==> config.mk <==
export PLATFORM = sky130hd
export DESIGN_NAME = tone_generator_flat
export DESIGN_NICKNAME = d
export VERILOG_FILES = /design/src/rtl/tone_generator_if.sv /design/src/rtl/tone_generator.sv /design/src/flat_wrapper.sv
export SDC_FILE = /design/constraint.sdc
export NUM_CORES = 1
export LEC_CHECK = 0
export CAP_MARGIN = 0
export CORE_MARGIN = 1.5
export CORE_UTILIZATION = 30
export CTS_CLUSTER_SIZE = 16
export DETAILED_ROUTE_END_ITERATION = 8
export PLACE_DENSITY = 0.58
export REMOVE_ABC_BUFFERS = 1
export SLEW_MARGIN = 20
export SYNTH_ARGS = -nofsm -noshare
export SYNTH_HDL_FRONTEND = slang
export SYNTH_SLANG_ARGS = --single-unit
==> constraint.sdc <==
create_clock -name clk -period 4.42 [get_ports clk]
set_clock_uncertainty 0.05 [all_clocks]
set_input_delay 0.442 -clock clk [delete_from_list [all_inputs] [get_ports clk]]
set_output_delay 0.442 -clock clk [all_outputs]
set_load 0.01 [all_outputs]
==> src/rtl/tone_generator_if.sv <==
// Player-side bundle for the tone generator: play gate, note/octave request,
// and the buzzer drive plus status returned by the generator.
interface tone_generator_if;
    logic       enable;
    logic [3:0] note_in;
    logic [1:0] octave_in;
    logic       buzzer;
    logic       tone_active;
    logic [3:0] cur_note;
    logic [1:0] cur_oct;

    modport master (
        output enable, note_in, octave_in,
        input  buzzer, tone_active, cur_note, cur_oct
    );

    modport slave (
        input  enable, note_in, octave_in,
        output buzzer, tone_active, cur_note, cur_oct
    );
endinterface

==> src/rtl/tone_generator.sv <==
// Square-wave buzzer driver: plays notes C..B in three octaves, switching pitch
// or going silent only on half-period boundaries so no pulse is ever truncated.
module tone_generator #(
    parameter int COUNT_SHIFT = 0
) (
    input  logic             clk,
    input  logic             reset,
    tone_generator_if.slave  bus
);

    localparam logic [0:0] ST_SILENT = 1'b0;
    localparam logic [0:0] ST_TONE   = 1'b1;

    logic [0:0]  r_state;
    logic [3:0]  r_cur_note;
    logic [1:0]  r_cur_oct;
    logic [19:0] r_half_cnt;
    logic [19:0] r_cnt;
    logic        r_buzzer;

    logic [19:0] w_base;
    logic [19:0] w_oct_half;
    logic [19:0] w_half;
    logic        w_note_valid;
    logic        w_boundary;

    // NOTE: every always_comb output gets a default first so no path can infer a latch.
    always_comb begin
        w_base     = 20'd0;
        w_oct_half = 20'd0;
        case (bus.note_in)
            4'd1:    w_base = 20'd191110;
            4'd2:    w_base = 20'd170262;
            4'd3:    w_base = 20'd151685;
            4'd4:    w_base = 20'd143172;
            4'd5:    w_base = 20'd127551;
            4'd6:    w_base = 20'd113636;
            4'd7:    w_base = 20'd101239;
            default: w_base = 20'd0;
        endcase
        case (bus.octave_in)
            2'd0:    w_oct_half = w_base << 1;
            2'd2:    w_oct_half = w_base >> 1;
            default: w_oct_half = w_base;
        endcase
        w_half = w_oct_half >> COUNT_SHIFT;
        // A half count below 2 would make the boundary compare degenerate.
        if (w_half < 20'd2) w_half = 20'd2;
    end

    assign w_note_valid = (bus.note_in >= 4'd1) && (bus.note_in <= 4'd7);
    assign w_boundary   = (r_cnt == r_half_cnt - 20'd1);

    // NOTE: sequential state uses non-blocking assignments so all registers update together.
    always_ff @(posedge clk) begin
        if (reset) begin
            r_state    <= ST_SILENT;
            r_cur_note <= 4'd0;
            r_cur_oct  <= 2'd1;
            r_half_cnt <= 20'd0;
            r_cnt      <= 20'd0;
            r_buzzer   <= 1'b0;
        end else if (!bus.enable) begin
            r_state    <= ST_SILENT;
            r_cur_note <= 4'd0;
            r_cnt      <= 20'd0;
            r_buzzer   <= 1'b0;
        end else begin
            case (r_state)
                ST_SILENT: begin
                    r_cnt    <= 20'd0;
                    r_buzzer <= 1'b0;
                    if (w_note_valid) begin
                        r_state    <= ST_TONE;
                        r_cur_note <= bus.note_in;
                        r_cur_oct  <= bus.octave_in;
                        r_half_cnt <= w_half;
                        r_buzzer   <= 1'b1;
                    end
                end
                default: begin
                    if (w_boundary) begin
                        r_cnt <= 20'd0;
                        if (w_note_valid) begin
                            r_buzzer   <= ~r_buzzer;
                            r_cur_note <= bus.note_in;
                            r_cur_oct  <= bus.octave_in;
                            r_half_cnt <= w_half;
                        end else begin
                            r_state    <= ST_SILENT;
                            r_cur_note <= 4'd0;
                            r_buzzer   <= 1'b0;
                        end
                    end else begin
                        r_cnt <= r_cnt + 20'd1;
                    end
                end
            endcase
        end
    end

    assign bus.buzzer      = r_buzzer;
    assign bus.tone_active = (r_state == ST_TONE);
    assign bus.cur_note    = r_cur_note;
    assign bus.cur_oct     = r_cur_oct;

endmodule

==> src/flat_wrapper.sv <==
// flat-port wrapper written by rule: the top's interface ports become plain ports
module tone_generator_flat 
#(
    parameter int COUNT_SHIFT = 0
)
  (clk, reset, bus_enable, bus_note_in, bus_octave_in, bus_buzzer, bus_tone_active, bus_cur_note, bus_cur_oct);
  tone_generator_if bus_i ();
  input  logic clk;
  input  logic reset;
  input wire logic [$bits(bus_i.enable)-1:0] bus_enable;
  input wire logic [$bits(bus_i.note_in)-1:0] bus_note_in;
  input wire logic [$bits(bus_i.octave_in)-1:0] bus_octave_in;
  output wire logic [$bits(bus_i.buzzer)-1:0] bus_buzzer;
  output wire logic [$bits(bus_i.tone_active)-1:0] bus_tone_active;
  output wire logic [$bits(bus_i.cur_note)-1:0] bus_cur_note;
  output wire logic [$bits(bus_i.cur_oct)-1:0] bus_cur_oct;
  assign bus_i.enable = bus_enable;
  assign bus_i.note_in = bus_note_in;
  assign bus_i.octave_in = bus_octave_in;
  assign bus_buzzer = bus_i.buzzer;
  assign bus_tone_active = bus_i.tone_active;
  assign bus_cur_note = bus_i.cur_note;
  assign bus_cur_oct = bus_i.cur_oct;
  tone_generator #(.COUNT_SHIFT(COUNT_SHIFT)) u_core (.clk(clk), .reset(reset), .bus(bus_i));
endmodule
Yosys cells after proc, flatten, opt, wreduce, memory -nomap -nowiden
Cells that the tools add are included.

storage, ports and cells
  bits in registers = 48
  latch bits = 0
  bits in writable memories = 0
  memory bits (read-only) = 0
  bits of input ports = 9
  output and inout port bits = 8
  word-level logic and storage cells = 50
  memories = 0

operators by class
  $add $sub $neg = 2
  multiply operators = 0
  div/mod/pow operators = 0
  $lt $le $gt $ge = 3
  equality and inequality tests = 10
  shift-type cells = 0
  mux-type cells = 19
  bitwise operators = 3
  reduce and logical (&&, ||, !) cells = 7

operator list
  kind                   number
  $pmux 18 s7            1
  $mux 20                3
  $pmux 19 s2            1
  $add 20x1->20 const B  1
  $eq 20x20->1           1
  $sub 20x1->20 const B  1
  $lt 19x2->1 const B    1
  $mux 19                1
  $eq 4x3->1 const B     4
  $mux 4                 4
  $eq 4x2->1 const B     2
  $mux 1                 6
  $mux 2                 3
  $eq 4x1->1 const B     1
  $ge 4x1->1 const B     1
  $le 4x3->1 const B     1
  $reduce_and 2->1       2
  $reduce_or 4->1        1
  $not 1->1              3
  $eq 2x2->1 const B     1
  $logic_not 2->1        1
  $ne 2x2->1 const B     1
  $reduce_bool 2->1      1
  $reduce_or 2->1        1
  $logic_and 1x1->1      1

Longest topological paths before layout
Gate-level depths: netlist (run 1).

  depth after elaboration = 8
  depth in mapped cells = 12
  depth with buffers taken out = 10

Least setup slack after synthesis (run 1)
OpenSTA, ideal clock, no wires.

  path type = register to register
  start = reg u_core.r_half_cnt[0]
  end = reg u_core.r_half_cnt[14]
  setup time = 123 ps
  arrival time = 2903 ps
  required time = 4247 ps
  path slack = 1343 ps
  stages on the path, launching flop included = 13
  path buffers = 2
  clock period less this slack = 3077 ps
  cells stage by stage = dfxtp_1 > inv_1 > ha_1 > clkbuf_1 > or3b_1 > or3_1 > a211o_1 > a32oi_2 > nand4_4 > o21ai_2 > nand3_1 > buf_4 > mux2_1

on the way
  longest elaborated chain between the ends = 4

ends and longest elaborated chain
  item                               line                  source
  from (decl)                        tone_generator.sv:17  logic [19:0] r_half_cnt;
  from (signal assigned)             tone_generator.sv:77  r_half_cnt <= w_half;
  from (signal assigned)             tone_generator.sv:88  r_half_cnt <= w_half;
  $sub 20x1->20                      tone_generator.sv:52  assign w_boundary = (r_cnt == r_half_cnt - 20'd1);
  $eq 20x20->1                       tone_generator.sv:52
  $ne 2x2->1 (no source line)        --
  $reduce_and 2->1 (no source line)  --

No other way between the ends.
A chain may end at the register's enable or synchronous reset.

Final worst setup path (run 1)
  start = reg u_core.r_half_cnt[0]
  end = reg u_core.r_cur_oct[0] (netlist: u_core.bus.cur_oct[0])

on the way
  longest elaborated chain between the ends = 4

ends and longest elaborated chain
  item                               line                  source
  $sub 20x1->20                      tone_generator.sv:52
  $eq 20x20->1                       tone_generator.sv:52
  $ne 2x2->1 (no source line)        --
  $reduce_and 2->1 (no source line)  --
  to (signal assigned)               tone_generator.sv:76  r_cur_oct <= bus.octave_in;
  to (signal assigned)               tone_generator.sv:87  r_cur_oct <= bus.octave_in;
  to (decl)                          tone_generator.sv:16  logic [1:0] r_cur_oct;

No other way between the ends.

==> results of run 1 <==
## cell type report
class | count | area, µm² | share of cell area
Timing Repair Buffer | 20 | 190 | 0.0516
Sequential cell | 47 | 941 | 0.256
Multi-Input combinational cell | 350 | 2260 | 0.613
Tap cell | 140 | 175 | 0.0476
Clock buffer | 6 | 72.6 | 0.0197
Clock inverter | 2 | 12.5 | 0.00340
Inverter | 9 | 33.8 | 0.00917
## per-stage QoR
stage	hold WS [ps]	utilization	instances
global route	418	0.338	574
global placement	380	0.330	566
CTS	405	0.338	574
finish	399	0.338	574
detailed placement	394	0.330	566
floorplan	401	-	406
## cells in the mapped netlist, types with 6 or more instances
cell type,n
a21oi_1,20
a31oi_1,6
and3_1,7
clkbuf_1,23
dfxtp_1,47
inv_1,9
mux2i_1,20
nand2_1,31
nand2b_1,29
nand3_1,21
nand4_1,6
nor2_1,54
nor2b_1,12
nor3_1,13
o21ai_0,27
xnor2_1,27
xor2_1,16
## power by group
group,internal [µW],leakage [µW],switching (µW)
registers,431,0.000380,13.1
logic,93.2,0.000919,121
clock network,111,0.0000412,142
total,635,0.00134,277
## flip-flops by register name, summed over array words and instances (netlist names)
| name | flops |
|---|---|
| u_core.bus.cur_note | 4 |
| u_core.bus.buzzer | 1 |
| u_core.r_cnt | 20 |
| u_core.r_half_cnt | 19 |
| u_core.bus.cur_oct | 2 |
| u_core.bus.tone_active | 1 |
## layer usage
| layer | up-vias | global-route usage | share of wire |
|---|---|---|---|
| li1 | 1512 | - | - |
| met1 | 1419 | 0.193 | 0.48 |
| met2 | 86 | 0.210 | 0.46 |
| met3 | 9 | 0.0191 | 0.039 |
| met4 | 0 | 0.0592 | 0.022 |
| met5 | - | 0 | 0 |
## cell families (layout without fill, tap and decap cells)
family / count (synthesis) / after routing / synth area share
AND/OR/NAND/NOR: 196 / 196 / 0.313
XOR/XNOR: 43 / 43 / 0.112
buffers and inverters: 38 / 37 / 0.0470
AO/OA/AOI/OAI: 86 / 86 / 0.170
adder cells (fa/ha/maj): 2 / 2 / 0.00746
flip-flops: 47 / 47 / 0.280
multiplexers: 23 / 23 / 0.0697
## tightest hold or removal path: cells and delay by family, from the launching register on
kind | cells | cell delay (ps)
compound gates | 1 | 40
flops | 1 | 320
simple gates | 1 | 60
## worst paths after layout
path / startpoint / endpoint
min: u_core.bus.cur_note[3]$_SDFFE_PP0P_ / u_core.bus.cur_note[3]$_SDFFE_PP0P_
min reg2reg: u_core.bus.cur_note[3]$_SDFFE_PP0P_ / u_core.bus.cur_note[3]$_SDFFE_PP0P_
max: u_core.r_half_cnt[0]$_SDFFE_PP0P_ / u_core.bus.cur_oct[0]$_SDFFE_PP1P_
max reg2reg: u_core.r_half_cnt[0]$_SDFFE_PP0P_ / u_core.bus.cur_oct[0]$_SDFFE_PP1P_
==> metrics.txt, run 1 <==
crit path max fanout=15; vias in the first global route=between 2000 and 3000; routed wire length=7710 µm; antenna viol nets, final=0; Hold WC Path Type=reg -> reg; Worst-path clk slew=around 90 ps; post-DR wirelength/cell=13.4 µm; post-synth top area cell=dfxtp_1; Slew Limit Fails=0; Pwr per Cell Area=around 250 mW/mm²; logic depth of the worst path, buffers included=11; CP max-delay cell=nor3b_1; min Tclk post-route=~3500 ps; most frequent cells in the layout=nor2_1 (54), dfxtp_1 (47), nand2_1 (31); postcts setup bufs=0; clk root buf=clkbuf_8; total CTS buffers=5; Period Utilization, post-route=0.794; post-synth top area share=0.280; synthesized area per cell=slightly below 8 µm²; # setup viols final=0; CTS tree=done; initial antenna violation count=0; worst vdd ir=just over 0.0001 V; Slew HR=0.362; Post-synth EDFFs=0; synthesized area=between 0.003 and 0.004 mm²; Design Power=~910 µW; 1st-iter DRT viols=roughly 210; GRT Util Overall=0.138; crit path capture type=flip-flop; setup_tns=0 ps; worst path bufs/invs=2; r2r worst-path depth=11; Starting Density=0.308; placed inst area=approximately 0.0036 mm²; number of fill cells in the layout=around 1100; hold path cells=2; max cap viols=0; CP arrival=roughly 3700 ps; worst-path cell chain=inv_1, ha_1, nor3b_1, and3_1, a21oi_1, a211o_1, a21oi_1, o21ai_2, nand3_1, buf_4, mux2i_1; Post-route DRC=0; Post-Place Worst Slack=roughly 920 ps; Worst R2R Setup Slack=around 900 ps; area grow syn2layout=9.73%; via/cell ratio=approximately 5.3; die width=between 100 and 150 µm; number of synthesized register bits=between 40 and 50; Row Count=38; PnR worst setup slack=approximately 910 ps; Detailed Place HPWL=between 5000 and 6000 µm; Die ar.=around 0.012 mm²; largest net degree at the start of global routing=33; Post-CTS Hold Buffers=0; Core Footprint=between 0.01 and 0.015 mm²; cell family with most CP delay=simple AND/OR/NAND/NOR gates; diode count=0; final net count=about 440; Skew-Pair Late Insertion Delay=~300 ps; Final GP Congestion=approximately 0.85; post-synthesis cell count=roughly 440; ys flop type=dfxtp_1; DR vias=~3000; I/O Pins=17; Netlist cell types=59; Detailed Routing Iterations Pass 1=5; static leakage=0.00134 µW; cell area after layout=around 0.0037 mm²; Fin. Hold Viols=0; commonest non-fill, non-tap cell in the layout=nor2_1; CTS H-tree lvls=2; Max clock buf depth=2; Synth area leaders=dfxtp_1 (28%), xnor2_1 (7.0%), nor2_1 (6.0%); first-pass GRT wire length=13100 µm; Overflow after GRT=0; maximum clock rate=around 280 MHz; Ys Warns=0; crit start category=flip-flop; Post-CTS Resized=0; WS Path Type=reg -> reg; status=complete, no violations; RSZ-0062 raised after global routing=false; Req. time, crit path=roughly 4600 ps; critical path's largest stage delay=590 ps; layout cells sized above 1=0.0599; async set or reset register ratio after synthesis=0; CP most frequent cell=a21oi_1; chip height=about 110 µm; Port Buffer Count=16; post-synthesis sequential area ratio=0.280; slew of the pin with the lowest slew margin=around 950 ps; clock sinks=between 40 and 50
No activity file was read; power rests on OpenSTA's default activity.
==> run 2, diff against run 1 <==
==> constraint.sdc (replaced) <==
create_clock -name clk -period 3.7 [get_ports clk]
set_clock_uncertainty 0.05 [all_clocks]
set_input_delay 0.37 -clock clk [delete_from_list [all_inputs] [get_ports clk]]
set_output_delay 0.37 -clock clk [all_outputs]
set_load 0.01 [all_outputs]
==> metrics.txt, run 2 (synthesis results as in run 1) <==
status=complete, no violations; commonest non-fill, non-tap cell in the layout=nor2_1; Period Utilization, post-route=0.911 (+0.117); area grow syn2layout=11.7%; Overflow after GRT=0 (unchanged); I/O Pins=17 (unchanged); min Tclk post-route=3370 ps (-139 ps); total CTS buffers=5 (unchanged); max cap viols=0 (unchanged); Starting Density=0.308 (unchanged); slew of the pin with the lowest slew margin=692 ps (-263 ps); CTS tree=done; met2 usage=0.231 (+0.0207); via/cell ratio=5.08 (-3.6%); chip height=109 µm (unchanged); final net count=451 (+1.6%); Skew-Pair Late Insertion Delay=300 ps (about the same); Worst-path clk slew=100 ps (about the same); initial antenna violation count=0 (unchanged); diode count=0 (unchanged); Post-CTS Hold Buffers=0 (unchanged); Slew HR=0.538 (+0.176); routed wire length=7840 µm (+1.8%); Hold WC Path Type=reg -> reg; largest net degree at the start of global routing=34 (+3.0%); postcts setup bufs=0 (unchanged); Die ar.=0.0118 mm² (unchanged); post-DR wirelength/cell=13.5 µm (+0.56%); vias in the first global route=2816 (+5.4%); crit start category=flip-flop; # setup viols final=0 (unchanged); 1st-iter DRT viols=175 (-16%); setup_tns=0 ps (unchanged); GRT busiest layer=met2; GR Util met3=0.0161 (-0.00299); Min Hold Slack=386 ps (-13.1 ps); Row Count=38 (unchanged); Biggest register=u_core.r_cnt; static leakage=0.00137 µW (+2.5%); Max clock buf depth=2 (unchanged); Fin. Hold Viols=0 (unchanged); Slew Limit Fails=0 (unchanged); most frequent cells in the layout=nor2_1 (54), dfxtp_1 (47), nand2_1 (31); GRT Util Overall=0.142 (+0.00456); max reg flops=20 (unchanged); layout cells sized above 1=0.0794 (+0.0195); Post-CTS Resized=0 (unchanged); RSZ-0062 raised after global routing=false; DR vias=2952 (-2.4%); crit path capture type=flip-flop; clk root buf=clkbuf_8; die width=109 µm (unchanged); Port Buffer Count=16 (unchanged); Detailed Routing Iterations Pass 1=4 (-1); clock sinks=47 (unchanged); Pwr per Cell Area=300 mW/mm² (+21%); antenna viol nets, final=0 (unchanged); M1 GR Usage=0.197 (+0.00395); CP arrival=3520 ps (-170 ps); Req. time, crit path=3850 ps (-750 ps); Post-route DRC=0 (unchanged); WS Path Type=reg -> reg; CTS H-tree lvls=2 (unchanged); worst vdd ir=0.000158 V (+52%); Detailed Place HPWL=5900 µm (+2.7%); maximum clock rate=297 MHz (+4.1%); Final GP Congestion=0.878 (+3.4%); Core Footprint=0.0109 mm² (unchanged); crit path max fanout=15 (unchanged); first-pass GRT wire length=13500 µm (+3.6%)
-- run 2: cell types whose count changed in the layout (fill, tap and decap cells not counted) --
| cell | delta |
|---|---|
| nor3b_2 | +1 |
| clkinv_2 | -1 |
| buf_4 | +7 |
| clkinvlp_4 | +1 |
| inv_6 | +1 |
| clkbuf_1 | -1 |
| nor3b_1 | -1 |
-- run 2: power breakdown --
| group | total [µW] | switching [µW] | internal [µW] |
|---|---|---|---|
| registers | 531 | 15.9 | 515 |
| clock network | 324 | 188 | 135 |
| logic | 268 | 147 | 121 |
-- run 2: metrics by stage --
stage	worst slack, ps	power (µW)	instances	utilization	instance area [µm²]
after floorplan	54.4	720	406	-	3230
after global placement	436	805	573	0.335	3650
after detailed placement	343	810	573	0.335	3650
after CTS	314	1140	581	0.344	3740
after global routing	71.1	1180	581	0.344	3750
final	328	1120	581	0.344	3750
-- run 2: final cells by class --
class | instances | area, µm²
clock inverter | 3 | 23.8
sequential | 47 | 941
timing repair buffer | 27 | 243
clock buffer | 5 | 68.8
tap | 140 | 175
fill | 1165 | 7140
inverter | 9 | 33.8
multi-input combinational | 350 | 2260
-- run 2: final timing paths --
path / startpoint / endpoint / slack, ps / cells after the start
min reg2reg: u_core.bus.cur_note[3]$_SDFFE_PP0P_ / u_core.bus.cur_note[3]$_SDFFE_PP0P_ / 390 / 2
max: u_core.r_half_cnt[0]$_SDFFE_PP0P_ / u_core.r_half_cnt[6]$_SDFFE_PP0P_ / 330 / 11
max reg2reg: u_core.r_half_cnt[0]$_SDFFE_PP0P_ / u_core.r_half_cnt[6]$_SDFFE_PP0P_ / 330 / 11
min: u_core.bus.cur_note[3]$_SDFFE_PP0P_ / u_core.bus.cur_note[3]$_SDFFE_PP0P_ / 390 / 2
-- run 2: critical path, stage by stage, from the launching register on --
cell     delay [ps]
dfxtp_1         370
inv_1            80
ha_1            280
or3b_1          440
or3_1           320
a211o_1         280
a32oi_2         250
nand4_4         190
o21ai_2         190
nand3_1         320
buf_4           340
mux2i_1         140
-- run 2: per-layer routing --
metal | up-vias | routed length (µm)
met4 | 0 | 116
met3 | 7 | 184
met2 | 45 | 3690
li1 | 1525 | -
met5 | - | 0
met1 | 1375 | 3850
